`src/rtl/benes_network_pipe.sv`:
```
// ---------------------------------------------------------------------------
// benes_network_pipe
//   Parametrised, fully pipelined N x N rearrangeable Benes permutation
//   network. Each switch column is one register stage; a valid flag and the
//   configuration-epoch id travel with every word. Switch settings are
//   double-buffered: software fills a shadow table row by row, and a commit
//   launches the new table down the pipeline as a wavefront, so every word is
//   routed by exactly one configuration epoch.
//
// Ports
//   clk          rising-edge clock
//   rst_n        asynchronous active-low reset
//   i_port[k]    input words, DATA_W bits each
//   i_valid      i_port carries a word this cycle
//   o_port[k]    permuted words (hold the last valid word)
//   o_valid      o_port was updated by a word this cycle
//   o_cfg_id     epoch id of the configuration that routed o_port
//   cfg_wr_en    write cfg_data into shadow row cfg_stage
//   cfg_stage    shadow row index (values >= STAGES are ignored)
//   cfg_data     switch bits for that row (1 = cross, 0 = bar)
//   cfg_commit   copy shadow into the active configuration
// ---------------------------------------------------------------------------
module benes_network_pipe #(
  parameter  int N_PORTS      = 16,
  parameter  int DATA_W       = 4,
  parameter  int ID_W         = 4,
  localparam int LOG2N        = $clog2(N_PORTS),
  localparam int STAGES       = 2*LOG2N-1,
  localparam int SW_PER_STAGE = N_PORTS/2,
  localparam int SIDX_W       = $clog2(STAGES)
) (
  input  logic                    clk,
  input  logic                    rst_n,
  input  logic [DATA_W-1:0]       i_port [N_PORTS],
  input  logic                    i_valid,
  output logic [DATA_W-1:0]       o_port [N_PORTS],
  output logic                    o_valid,
  output logic [ID_W-1:0]         o_cfg_id,
  input  logic                    cfg_wr_en,
  input  logic [SIDX_W-1:0]       cfg_stage,
  input  logic [SW_PER_STAGE-1:0] cfg_data,
  input  logic                    cfg_commit
);

  // Destination of position i when leaving column s for column s+1.
  // First half: inverse shuffle inside blocks of N>>s.
  // Second half: perfect shuffle inside blocks of 2^(s-LOG2N+3).
  function automatic int wire_dest(int s, int i);
    int m;
    int base;
    int p;
    int d;
    if (s < LOG2N-1) begin
      m = N_PORTS >> s;
    end else begin
      m = 1 << (s - LOG2N + 3);
    end
    base = i - (i % m);
    p    = i % m;
    if (s < LOG2N-1) begin
      d = ((p % 2) == 0) ? (p / 2) : (m / 2 + p / 2);
    end else begin
      d = (p < m / 2) ? (2 * p) : (2 * (p - m / 2) + 1);
    end
    return base + d;
  endfunction

  // Configuration state
  logic [SW_PER_STAGE-1:0] r_shadow     [STAGES];
  logic [SW_PER_STAGE-1:0] w_shadow_nxt [STAGES];
  logic [SW_PER_STAGE-1:0] w_act        [STAGES];
  logic [ID_W-1:0]         r_epoch;

  // Datapath state
  logic [DATA_W-1:0] r_data  [STAGES][N_PORTS];
  logic              r_valid [STAGES];
  logic [ID_W-1:0]   r_id    [STAGES];

  logic [DATA_W-1:0] w_in    [STAGES][N_PORTS];
  logic [DATA_W-1:0] w_sw    [STAGES][N_PORTS];
  logic              w_vin   [STAGES];
  logic [ID_W-1:0]   w_idin  [STAGES];

  // Shadow table with same-edge write-through, so a commit in the same cycle
  // as a write picks the written row up.
  always_comb begin
    for (int unsigned r = 0; r < STAGES; r++) begin
      w_shadow_nxt[r] = r_shadow[r];
      if (cfg_wr_en && (32'(cfg_stage) == r)) begin
        w_shadow_nxt[r] = cfg_data;
      end
    end
  end

  always_ff @(posedge clk or negedge rst_n) begin
    if (!rst_n) begin
      for (int unsigned r = 0; r < STAGES; r++) begin
        r_shadow[r] <= '0;
      end
      r_epoch <= '0;
    end else begin
      for (int unsigned r = 0; r < STAGES; r++) begin
        r_shadow[r] <= w_shadow_nxt[r];
      end
      if (cfg_commit) begin
        r_epoch <= r_epoch + ID_W'(1);
      end
    end
  end

  // Active configuration wavefront. Conceptually act[s] is a full table copy
  // delayed s cycles behind act[0]; stage s only ever reads row s, so each row
  // keeps just its own delay line of depth r+1 instead of the whole table per
  // stage. Back-to-back commits simply occupy consecutive delay-line slots.
  for (genvar r = 0; r < STAGES; r++) begin : g_row
    logic [SW_PER_STAGE-1:0] r_dl [r+1];

    always_ff @(posedge clk or negedge rst_n) begin
      if (!rst_n) begin
        for (int unsigned k = 0; k < r + 1; k++) begin
          r_dl[k] <= '0;
        end
      end else begin
        if (cfg_commit) begin
          r_dl[0] <= w_shadow_nxt[r];
        end
        for (int unsigned k = 1; k < r + 1; k++) begin
          r_dl[k] <= r_dl[k-1];
        end
      end
    end

    assign w_act[r] = r_dl[r];
  end

  // Column inputs: stage 0 takes the ports, later stages take the wired
  // outputs of the previous column's registers.
  always_comb begin
    for (int unsigned s = 0; s < STAGES; s++) begin
      for (int unsigned k = 0; k < N_PORTS; k++) begin
        w_in[s][k] = '0;
      end
    end
    for (int unsigned k = 0; k < N_PORTS; k++) begin
      w_in[0][k] = i_port[k];
    end
    for (int unsigned s = 1; s < STAGES; s++) begin
      for (int unsigned i = 0; i < N_PORTS; i++) begin
        w_in[s][wire_dest(int'(s) - 1, int'(i))] = r_data[s-1][i];
      end
    end
  end

  // 2x2 switches: bit j set crosses positions 2j and 2j+1.
  always_comb begin
    for (int unsigned s = 0; s < STAGES; s++) begin
      for (int unsigned j = 0; j < SW_PER_STAGE; j++) begin
        if (w_act[s][j]) begin
          w_sw[s][2*j]   = w_in[s][2*j+1];
          w_sw[s][2*j+1] = w_in[s][2*j];
        end else begin
          w_sw[s][2*j]   = w_in[s][2*j];
          w_sw[s][2*j+1] = w_in[s][2*j+1];
        end
      end
    end
  end

  // Valid and epoch id enter with the word at stage 0 and ride along.
  always_comb begin
    w_vin[0]  = i_valid;
    w_idin[0] = r_epoch;
    for (int unsigned s = 1; s < STAGES; s++) begin
      w_vin[s]  = r_valid[s-1];
      w_idin[s] = r_id[s-1];
    end
  end

  always_ff @(posedge clk or negedge rst_n) begin
    if (!rst_n) begin
      for (int unsigned s = 0; s < STAGES; s++) begin
        r_valid[s] <= 1'b0;
        r_id[s]    <= '0;
        for (int unsigned k = 0; k < N_PORTS; k++) begin
          r_data[s][k] <= '0;
        end
      end
    end else begin
      for (int unsigned s = 0; s < STAGES; s++) begin
        r_valid[s] <= w_vin[s];
        if (w_vin[s]) begin
          r_id[s] <= w_idin[s];
          for (int unsigned k = 0; k < N_PORTS; k++) begin
            r_data[s][k] <= w_sw[s][k];
          end
        end
      end
    end
  end

  always_comb begin
    for (int unsigned k = 0; k < N_PORTS; k++) begin
      o_port[k] = r_data[STAGES-1][k];
    end
  end

  assign o_valid  = r_valid[STAGES-1];
  assign o_cfg_id = r_id[STAGES-1];

endmodule

```
`config.mk`:
```
export PLATFORM = sky130hd
export DESIGN_NAME = benes_network_pipe
export DESIGN_NICKNAME = d
export VERILOG_FILES = /design/src/rtl/benes_network_pipe.sv
export SDC_FILE = /design/constraint.sdc
export NUM_CORES = 1
export LEC_CHECK = 0
export CORE_ASPECT_RATIO = 1.25
export CORE_MARGIN = 2
export CORE_UTILIZATION = 50
export CTS_BUF_LIST = sky130_fd_sc_hd__clkbuf_4
export DETAILED_ROUTE_END_ITERATION = 8
export PLACE_DENSITY = 0.67
export SYNTH_ARGS = -nofsm -noshare
export SYNTH_HDL_FRONTEND = slang
export SYNTH_SLANG_ARGS = --single-unit
```
`constraint.sdc`:
```
create_clock -name clk -period 1.9 [get_ports clk]
set_input_delay 0.19 -clock clk [delete_from_list [all_inputs] [get_ports clk]]
set_output_delay 0.19 -clock clk [all_outputs]
set_load 0.02 [all_outputs]
```
### Word level (Yosys, flattened, before mapping)

Cells that the tools add are included.

* word-level logic and storage cells: 240
* bits in registers: 767
* bits of input ports: 80
* output and inout bits: 69

* add/sub/neg operators: 1
* muxes and demuxes: 63
* reductions and logical operators: 8
* equal/unequal tests: 6

Operators with widths (count)
* two-way mux 8 bit: 63
* == test 3 bit (second input constant): 3
* logical AND 1 bit: 7
* == test 3 x 2 -> 1 bit (second input constant): 2
* adder 4 x 1 -> 4 bit (second input constant): 1
* == test 3 x 1 -> 1 bit (second input constant): 1
* zero test 3 bit: 1

### Logic depth before layout (Yosys ltp)

Gate-level depths: netlist (run 1).

* depth in word-level cells: 3
* depth in mapped cells: 5

### Least setup slack after synthesis (run 1)

Ideal clock, no wire load.

* path type: input -> register
* from: input port cfg_stage[1]
* to: register g_row[0].r_dl[1] (netlist bit)
* data arrival time: 1.500 ns
* slack: 0.275 ns
* path buffers: 1
* stages on the path: 4
* cell sequence: clkbuf_2 -> nor4b_4 -> mux2_2 -> mux2_2

RTL lines
* start, declared: line 40 `input logic [SIDX_W-1:0] cfg_stage,`
* end signal, assigned by index: line 128 `r_dl[k] <= r_dl[k-1];`
* end, declared: line 116 `logic [SW_PER_STAGE-1:0] r_dl [r+1];`

### Worst setup path in the final report (run 1)

* from: register g_row[0].r_dl[2] (netlist bit)
* to: register r_data[429] (netlist bit)

* word-level cells in the longest chain between the ends: 1

Ends and longest elaborated chain
* two-way mux 8 bit: line 158 `if (w_act[s][j]) begin`
* end signal, assigned by index: line 194 `r_data[s][k] <= w_sw[s][k];`
* end, declared: line 75 `logic [DATA_W-1:0] r_data [STAGES][N_PORTS];`

Every way passes these cells.
A chain may end at the register's enable or synchronous reset.

==> parameters.txt, run 1 <==
Parameter                              Value

Clock tree
  Clock-pin slew on the worst setup and hold paths    roughly 0.070 ns
  Skew-Pair Late Insertion Delay    0.99 ns
  Library cell used as clock root buffer    clkbuf_4
  Number of clock buffers inserted by TritonCTS    177
  Deepest clock path buffer count    3
  CTS tree    built
  Number of setup buffers added after CTS    0
  Clock sink count    767
  CTS H-tree lvls    4

Drt
  Detail Route Antenna Nets    0
  Total wire length after detailed routing    68.2 mm
  Vias after detailed routing    19304
  Detailed router's first-iteration violation count    about 1200
  Detail-routed net length per standard cell    about 19 um
  Pre-antenna DRT Iters    6
  DRC violations left    0
  Vias per cell    around 5.3

Finish
  Storage element area    just under 20000 um2
  Area used by multi-input combinational logic    10200 um2
  Area Growth Syn to Fin    16.3%
  Leading cell type in the layout, fill and taps excluded    dfrtp_1
  Number of fillers in the final layout    4905
  Fraction of layout cells with a size suffix above 1    0.194
  Commonest non-fill, non-tap cells in the layout    dfrtp_1, a21oi_1, mux2i_1, nor2_1, clkbuf_4
  Core occupancy in the finished layout    0.587
  Post-layout net count    2842

Yosys
  Synth Cell Area    30500 um2
  Flop and latch count out of synthesis    767
  Fraction of the yosys area taken by sequential cells    0.629
  Avg Synthesized Cell Area    12.2 um2
  Synth Warn #    0
  Mapped Cells    between 2000 and 3000
  Count of cell types in the netlist    19
  Net count after synthesis    2589

Worst setup path
  Kind of launch point of the worst setup path    flip-flop
  Capture point of the worst reg-to-reg path    r_data[429]
  CP startpoint    g_row[0].r_dl[2]
  CP Capture Type    flip-flop
  Reg2reg start    g_row[0].r_dl[2]
  Arrival time worst endpoint    2.67 ns
  Number of cells traversed by the worst register-to-register path    3
  Largest fanout on the critical path    9
  Required arrival time at the worst endpoint    2.76 ns
  Worst setup slack for register-to-register paths    0.1 ns
  Start-to-end type of the worst setup path    flip-flop to flip-flop

STA
  Headroom to the max-slew limit    0.540
  Total count of max-transition violations in the final report    0
  Minimum period implied by the final worst setup slack    1.80 ns
  Setup clock skew after layout    0.0484 ns
  Least-Margin Pin Slew    0.691 ns
  Worst hold slack    0.201 ns
  Highest achievable clock rate    0.554 GHz
  Share of the clock period used by the worst path    0.949
  Final-layout setup total negative slack    0 ns
  Final setup vio count    0
  Final hold violation count    0

Global route
  Pin count of the biggest net entering global routing    87
  GRT met2 Usage    0.385
  Vias in the first global route    19848
  GR met1 Demand/Resource    0.276
  First-pass GRT wire length    about 110 mm
  Met3 usage in global routing    0.0489
  Remaining global-route overflow    0
  Most congested layer reported by global routing    met2
  Total global routing track utilization    0.224
  Number of antenna violations at the first check in global routing    2

Die
  Cell Rows    101
  Initial core utilization    0.504
  Die area    63100 um2
  IO Count    around 150
  Die Y    280 um
  Die width    225 um
  Area of the placeable core    60500 um2

Placed design
  Last weighted congestion value of the routability-driven placer    0.867
  Count of input and output buffers    148
  Half-perimeter wire length of the detailed placement result    around 48 mm

Min path
  Min-Delay Path Class    input port to flip-flop
  Hold path startpoint    cfg_data[0]
  Hold Path End    r_shadow[8]
  Worst hold path stage count    2

Pwr
  Total power of the final layout    slightly below 0.05 W
  Worst supply voltage drop on vdd    0.000607 V
  LEAKAGE    about 16 nW
  Power density normalized to cell area    1370 nW/um2

Status
  Status    complete, no violations

Flow run
  Max-cap viol count    0
metal layers:
layer | routed length, um | up-vias
met5 | 0 | -
met4 | 2240 | 0
li1 | - | 9192
met1 | 28700 | 9582
met3 | 2500 | 122
met2 | 34800 | 408
layout make-up:
cell class | instances | area share
antenna | 3 | 0.000211
clock buffer | 247 | 0.0522
clock inverter | 55 | 0.00895
multi-input combinational | 1498 | 0.286
sequential | 767 | 0.541
tap | 772 | 0.0272
timing repair buffer | 317 | 0.0841
kinds of logic after synthesis:
family | after synthesis | synth area share
AOI/OAI and AO/OA | 448 | 0.0734
xor gates and xnor gates | 3 | 0.000861
adders and majority gates | 1 | 0.000410
buffers and inverters | 243 | 0.0386
DFF | 767 | 0.629
muxes | 589 | 0.199
and+or+nand+nor | 457 | 0.0587
how the worst max path moves through the flow:
stage	endpoint	cells past startpoint	slack (ns)
2_1_floorplan	g_row[0].r_dl[1]	4	0.28
3_3_place_gp	g_row[4].r_dl[35]	5	-0.22
3_5_place_dp	g_row[4].r_dl[37]	5	-0.27
4_1_cts	o_port[54]	1	0.002
5_1_grt	o_port[54]	1	-0.007
6_report	r_data[429]	3	0.1
synthesized netlist by cell type (all sizes together):
master / n / area [um2]
nand4b: 3 / 45.0
nor4b: 1 / 23.8
a21oi: 448 / 2240
dfrtp: 767 / 19200
nor2: 448 / 1680
ha: 1 / 12.5
nor4bb: 3 / 30.0
mux2i: 448 / 4480
nand4: 1 / 6.26
xnor2: 2 / 17.5
clkbuf: 158 / 594
xor2: 1 / 8.76
buf: 85 / 584
nand2: 1 / 3.75
mux2: 141 / 1600
registers in the layout, indices dropped and copies added (netlist names):
register    cells
r_data        384
g_row.r_dl    224
o_port         64
r_shadow       56
r_id           24
r_valid         6
o_cfg_id        4
r_epoch         4
o_valid         1
worst max-delay path: stages (launching register included):
cell and delay, ns:
dfrtp_1 0.78, mux2i_1 0.25, dlygate4sd3_1 0.57, a21oi_1 0.06
metrics by stage:
| step | cell area, um2 | setup slack (ns) | std cells |
|---|---|---|---|
| 3_3_place_gp | 32600 | -0.224 | 3254 |
| 4_1_cts | 35500 | 0.00211 | 3656 |
| 6_report | 35500 | 0.0961 | 3659 |
| 2_1_floorplan | 30500 | 0.275 | 2508 |
| 3_5_place_dp | 32600 | -0.273 | 3254 |
| 5_1_grt | 35500 | -0.00724 | 3658 |
power by group:
part | internal [W] | switching [W] | leakage (nW) | total [W]
sequential | 0.0212 | 0.00473 | 8.46 | 0.0259
combinational | 0.00518 | 0.00490 | 5.80 | 0.0101
clock | 0.00641 | 0.00610 | 1.29 | 0.0125
total | 0.0328 | 0.0157 | 15.6 | 0.0485
timing repair:
action | CTS | global route
hold buffers | 100 | 0
setup endpoints to repair | 69 | 3
gates resized for setup | 271 | 2
endpoints found under the hold margin | 896 | 0
Power figures use the tool's default switching activity.
==> inputs of run 2 (changes only) <==
--- a/config.mk
+++ b/config.mk
@@ -10,7 +10,7 @@
 export CORE_UTILIZATION = 50
 export CTS_BUF_LIST = sky130_fd_sc_hd__clkbuf_4
 export DETAILED_ROUTE_END_ITERATION = 8
-export PLACE_DENSITY = 0.67
+export PLACE_DENSITY = 0.68
 export SYNTH_ARGS = -nofsm -noshare
 export SYNTH_HDL_FRONTEND = slang
 export SYNTH_SLANG_ARGS = --single-unit
==> parameters.txt, run 2 (synthesis results as in run 1) <==
Parameter                              Value

Finish
  Top reg by flops    r_data
  Flip-flop count of the largest register after layout    384 (unchanged)
  Leading cell type in the layout, fill and taps excluded    dfrtp_1
  Core occupancy in the finished layout    0.585 (-0.00190)
  Post-layout net count    2841 (-0.035%)
  Number of fillers in the final layout    4912 (+0.14%)
  Area Growth Syn to Fin    15.9%
  Fraction of layout cells with a size suffix above 1    0.192 (-0.00231)
  Commonest non-fill, non-tap cells in the layout    dfrtp_1, a21oi_1, mux2i_1, nor2_1, clkbuf_4
  Non-filler cells, final    3655 (-0.11%)

STA
  Final hold violation count    0 (unchanged)
  Total count of max-transition violations in the final report    0 (unchanged)
  Least-Margin Pin Slew    0.650 ns (-0.0401 ns)
  Worst hold slack    0.135 ns (-0.0657 ns)
  Highest achievable clock rate    0.556 GHz (+0.34%)
  Setup clock skew after layout    0.0461 ns (-0.00233 ns)
  Minimum period implied by the final worst setup slack    1.80 ns (-0.00616 ns)
  Share of the clock period used by the worst path    0.946 (-0.00324)
  Final setup vio count    0 (unchanged)
  Headroom to the max-slew limit    0.566 (+0.0268)
  Final-layout setup total negative slack    0 ns (unchanged)

Drt
  Detail-routed net length per standard cell    18.5 um (-0.68%)
  Total wire length after detailed routing    67.7 mm (-0.79%)
  Detail Route Antenna Nets    0 (unchanged)
  Vias after detailed routing    19369 (+0.34%)
  DRC violations left    0 (unchanged)
  Pre-antenna DRT Iters    8 (+2)
  Detailed router's first-iteration violation count    1124 (-5.1%)
  Vias per cell    5.30 (+0.45%)

Min path
  Min-Delay Path Class    input port to flip-flop

Global route
  Remaining global-route overflow    0 (unchanged)
  First-pass GRT wire length    108 mm (-0.29%)
  Total global routing track utilization    0.224 (-0.000899)
  Pin count of the biggest net entering global routing    98 (+13%)
  Vias in the first global route    20160 (+1.6%)
  Number of antenna violations at the first check in global routing    2 (unchanged)

Placed design
  Half-perimeter wire length of the detailed placement result    47.2 mm (-1.3%)
  Count of input and output buffers    148 (unchanged)
  Last weighted congestion value of the routability-driven placer    0.833 (-4.0%)
  Placed Cells incl. Taps    3250 (-0.12%)

Die
  Area of the placeable core    60500 um2 (unchanged)
  Cell Rows    101 (unchanged)
  Die area    63100 um2 (unchanged)
  IO Count    149 (unchanged)
  Die width    225 um (unchanged)
  Initial core utilization    0.504 (unchanged)
  Die Y    280 um (unchanged)

Clock tree
  Clock-pin slew on the worst setup and hold paths    0.07 ns (about the same)
  CTS H-tree lvls    4 (unchanged)
  Number of clock buffers inserted by TritonCTS    181 (+2.3%)
  Library cell used as clock root buffer    clkbuf_4
  CTS tree    built
  Clock sink count    767 (unchanged)
  Deepest clock path buffer count    3 (unchanged)
  Skew-Pair Late Insertion Delay    1.02 ns (+0.03 ns)

Worst setup path
  Kind of launch point of the worst setup path    flip-flop
  Largest fanout on the critical path    9 (unchanged)
  CP Capture Type    flip-flop
  Start-to-end type of the worst setup path    flip-flop to flip-flop
  Worst setup slack for register-to-register paths    0.10 ns (about the same)
  Arrival time worst endpoint    2.65 ns (-0.02 ns)
  Required arrival time at the worst endpoint    2.76 ns (about the same)

Pwr
  Power density normalized to cell area    1370 nW/um2 (+0.37%)
  Total power of the final layout    0.0485 W (about the same)
  Worst supply voltage drop on vdd    0.000467 V (-23%)
  LEAKAGE    15.5 nW (-0.41%)

Status
  Status    complete, no violations

Flow run
  Max-cap viol count    0 (unchanged)
-- run 2: per-stage QoR --
| stage | area (um2) | worst slack [ns] |
|---|---|---|
| final | 35400 | 0.102 |
| after floorplan | 30500 | 0.275 |
| after detailed placement | 32500 | -0.183 |
| after global placement | 32500 | -0.175 |
| after global routing | 35400 | -0.00928 |
| after CTS | 35400 | -0.0823 |
-- run 2: critical path: stages, from the launching register on --
cell and delay (ns):
dfrtp_1 0.71, mux2i_1 0.28, dlygate4sd3_1 0.59, a21oi_1 0.06
-- run 2: layout make-up --
type                    count  area (um2)  area share
well taps                 772         966      0.0273
clock inverters            66         418      0.0118
clock buffers             234        1760      0.0496
flip-flops and latches    767       19200       0.543
repair buffers            312        2860      0.0808
multi-input cells        1498       10200       0.287
diodes                      6        15.0    0.000424
-- run 2: metal layers --
layer | wire [um] | GRT usage
met2 | 34500 | 0.379
met3 | 2640 | 0.0513
met4 | 2340 | 0.101
met5 | 0 | 0
met1 | 28200 | 0.273
-- run 2: final timing paths --
path                                         from           endpoint  depth (start not counted)
worst max-delay path             g_row[0].r_dl[6]        r_data[396]                          3
worst min-delay path                  cfg_data[3]       r_shadow[11]                          2
worst max register to register   g_row[0].r_dl[6]        r_data[396]                          3
worst min register to register  g_row[6].r_dl[28]  g_row[6].r_dl[20]                          0
max in group asynchronous                   rst_n        r_data[209]                          6
min in group asynchronous                   rst_n  g_row[5].r_dl[32]                          4
-- run 2: repair_timing --
item / 4_1_cts / 5_1_grt
hold endpoints to repair: 901 / 0
gates resized for setup: 277 / 6
setup endpoints to repair: 69 / 7
hold buffers: 99 / 0
buffers inserted: 0 / 0
-- run 2: power breakdown --
| group | internal [W] | leakage (nW) | switching, W |
|---|---|---|---|
| clock network | 0.00642 | 1.28 | 0.00619 |
| registers | 0.0212 | 8.46 | 0.00478 |
| logic | 0.00511 | 5.74 | 0.00482 |
==> inputs of run 3 (changes only) <==
--- a/config.mk
+++ b/config.mk
@@ -5,12 +5,15 @@
 export SDC_FILE = /design/constraint.sdc
 export NUM_CORES = 1
 export LEC_CHECK = 0
+export CAP_MARGIN = 0
+export CELL_PAD_IN_SITES_DETAIL_PLACEMENT = 2
+export CELL_PAD_IN_SITES_GLOBAL_PLACEMENT = 2
 export CORE_ASPECT_RATIO = 1.25
 export CORE_MARGIN = 2
-export CORE_UTILIZATION = 50
+export CORE_UTILIZATION = 43
 export CTS_BUF_LIST = sky130_fd_sc_hd__clkbuf_4
 export DETAILED_ROUTE_END_ITERATION = 8
-export PLACE_DENSITY = 0.68
+export PLACE_DENSITY_LB_ADDON = 0.1
 export SYNTH_ARGS = -nofsm -noshare
 export SYNTH_HDL_FRONTEND = slang
 export SYNTH_SLANG_ARGS = --single-unit
==> parameters.txt, run 3 (synthesis results as in run 1) <==
Parameter                              Value

Drt
  Detailed router's first-iteration violation count    783 (-30%)
  Met1 wire length    35.1 mm (+25%)
  Pre-antenna DRT Iters    5 (-3)
  Highest routed layer    met4
  Total wire length after detailed routing    90.5 mm (+34%)
  Detail Route met2 WL    49.2 mm (+43%)
  Vias after detailed routing    20253 (+4.6%)
  Vias per cell    5.20 (-1.9%)
  Detail Route Antenna Nets    0 (unchanged)
  DRC violations left    0 (unchanged)
  Detail-routed net length per standard cell    23.2 um (+25%)
  Detailed-routed wire length on met3    2.95 mm (+12%)

Clock tree
  Clock-pin slew on the worst setup and hold paths    0.07 ns (about the same)
  Library cell used as clock root buffer    clkbuf_4
  CTS tree    built
  CTS H-tree lvls    4 (unchanged)
  Deepest clock path buffer count    3 (unchanged)
  Skew-Pair Late Insertion Delay    1.07 ns (+0.05 ns)
  Clock sink count    767 (unchanged)
  Number of clock buffers inserted by TritonCTS    189 (+4.4%)

STA
  Minimum period implied by the final worst setup slack    1.88 ns (+0.0782 ns)
  Highest achievable clock rate    0.533 GHz (-4.2%)
  Share of the clock period used by the worst path    0.987 (+0.0411)
  Worst hold slack    0.149 ns (+0.0141 ns)
  Final-layout setup total negative slack    0 ns (unchanged)
  Final hold violation count    0 (unchanged)
  Final setup vio count    0 (unchanged)
  Total count of max-transition violations in the final report    0 (unchanged)
  Setup clock skew after layout    0.0682 ns (+0.0221 ns)
  Least-Margin Pin Slew    0.689 ns (+0.0383 ns)
  Headroom to the max-slew limit    0.541 (-0.0255)
  Unrepaired setup endpoints after global routing    yes

Worst setup path
  CP Capture Type    flip-flop
  Arrival time worst endpoint    2.78 ns (+0.13 ns)
  Number of cells traversed by the worst register-to-register path    3 (unchanged)
  Required arrival time at the worst endpoint    2.81 ns (+0.05 ns)
  Start-to-end type of the worst setup path    flip-flop to flip-flop
  Largest fanout on the critical path    9 (unchanged)
  Kind of launch point of the worst setup path    flip-flop

Placed design
  Area post-placement    33200 um2 (+1.9%)
  Half-perimeter wire length of the detailed placement result    60.6 mm (+28%)
  Last weighted congestion value of the routability-driven placer    0.792 (-4.9%)
  Count of input and output buffers    148 (unchanged)
  Placed Cells incl. Taps    3464 (+6.6%)

Pwr
  Proportion of power drawn by combinational gates    0.226 (+0.021)
  LEAKAGE    16.2 nW (+4.3%)
  Switching share of power    0.338 (+0.0118)
  Proportion of power drawn by flip-flops and latches    0.508 (-0.027)
  Fraction of power consumed by the clock network    0.266 (+0.006)
  Total power of the final layout    0.0523 W (+7.9%)
  Internal power    0.0347 W (+6.0%)
  Worst supply voltage drop on vdd    0.000620 V (+33%)
  Net switching power    0.0177 W (+12%)
  Power density normalized to cell area    1420 nW/um2 (+3.8%)

Global route
  First-pass GRT wire length    142 mm (+31%)
  Total global routing track utilization    0.255 (+0.0318)
  Vias in the first global route    23809 (+18%)
  Remaining global-route overflow    0 (unchanged)
  Number of antenna violations at the first check in global routing    2 (unchanged)
  Pin count of the biggest net entering global routing    81 (-17%)

Die
  Area of the placeable core    70500 um2 (+16%)
  Die area    73200 um2 (+16%)
  Initial core utilization    0.433 (-0.0714)
  IO Count    149 (unchanged)
  Die width    242 um (+7.7%)
  Cell Rows    109 (+7.9%)
  Die Y    302 um (+7.7%)

Finish
  Flip-flop count of the largest register after layout    384 (unchanged)
  Non-filler cells, final    3896 (+6.6%)
  Leading cell type in the layout, fill and taps excluded    dfrtp_1
  Finished layout cell area    36800 um2 (+3.9%)
  Area Growth Syn to Fin    20.4%
  Commonest non-fill, non-tap cells in the layout    dfrtp_1, a21oi_1, mux2i_1, nor2_1, clkbuf_4
  Fraction of layout cells with a size suffix above 1    0.221 (+0.0287)
  Post-layout net count    2913 (+2.5%)
  Top reg by flops    r_data

Min path
  Worst hold path stage count    2 (unchanged)
  Min-Delay Path Class    input port to flip-flop

Flow run
  Max-cap viol count    0 (unchanged)

Status
  Status    complete, no violations
-- run 3: cell types whose count changed in the layout (fill, tap and decap cells not counted), sizes merged --
cell	change
clkinvlp	-1
buf	+70
clkbuf	+44
dlygate4sd3	-6
diode	-5
clkinv	-31
inv	-1
-- run 3: routing by layer --
metal / GRT usage / up-vias
met5: 0 / -
met4: 0.109 / 0
met3: 0.0504 / 164
met2: 0.476 / 393
met1: 0.283 / 10443
li1: - / 9253
-- run 3: area by class of cell --
| class | instances | area, um2 |
|---|---|---|
| clock inverters | 33 | 270 |
| flip-flops and latches | 767 | 19200 |
| fillers | 6864 | 33700 |
| repair buffers | 376 | 3850 |
| diodes | 1 | 2.50 |
| multi-input cells | 1498 | 10200 |
| clock buffers | 278 | 2090 |
| well taps | 943 | 1180 |
-- run 3: final timing paths --
check,startpoint,to,slack (ns)
min in group asynchronous,rst_n,g_row[6].r_dl[27],0.25
min reg2reg,g_row[6].r_dl[35],g_row[6].r_dl[27],0.31
max reg2reg,g_row[0].r_dl[7],r_data[390],0.02
max in group asynchronous,rst_n,r_data[274],0.88
min,cfg_data[7],r_shadow[55],0.15
max,g_row[0].r_dl[7],r_data[390],0.02
-- run 3: critical path, stage by stage, from the launching register on --
cell and delay [ns]:
dfrtp_1 0.78, mux2i_1 0.28, dlygate4sd3_1 0.58, a21oi_1 0.08
-- run 3: stage by stage --
stage,setup slack [ns],utilization
after floorplan,0.275,-
after global placement,-0.144,0.470
after detailed placement,-0.283,0.470
after CTS,-0.0903,0.521
after global routing,-0.00371,0.521
final,0.0241,0.521
-- run 3: what timing repair did --
item | in CTS | in global routing
hold endpoints to repair | 903 | 0
resized for setup | 415 | 4
pin swaps | 0 | 0
hold buffers | 93 | 0
gates cloned | 0 | 0
setup buffers | 27 | 0
endpoints found under the setup margin | 69 | 9
-- run 3: power groups by stage --
stage	logic (W)	registers, W	clock network [W]
CTS	0.0119	0.0266	0.0144
global route	0.0130	0.0272	0.0152
detailed placement	0.0110	0.0268	0
floorplan	0.00887	0.0234	0
global placement	0.0105	0.0262	0
finish	0.0118	0.0266	0.0139
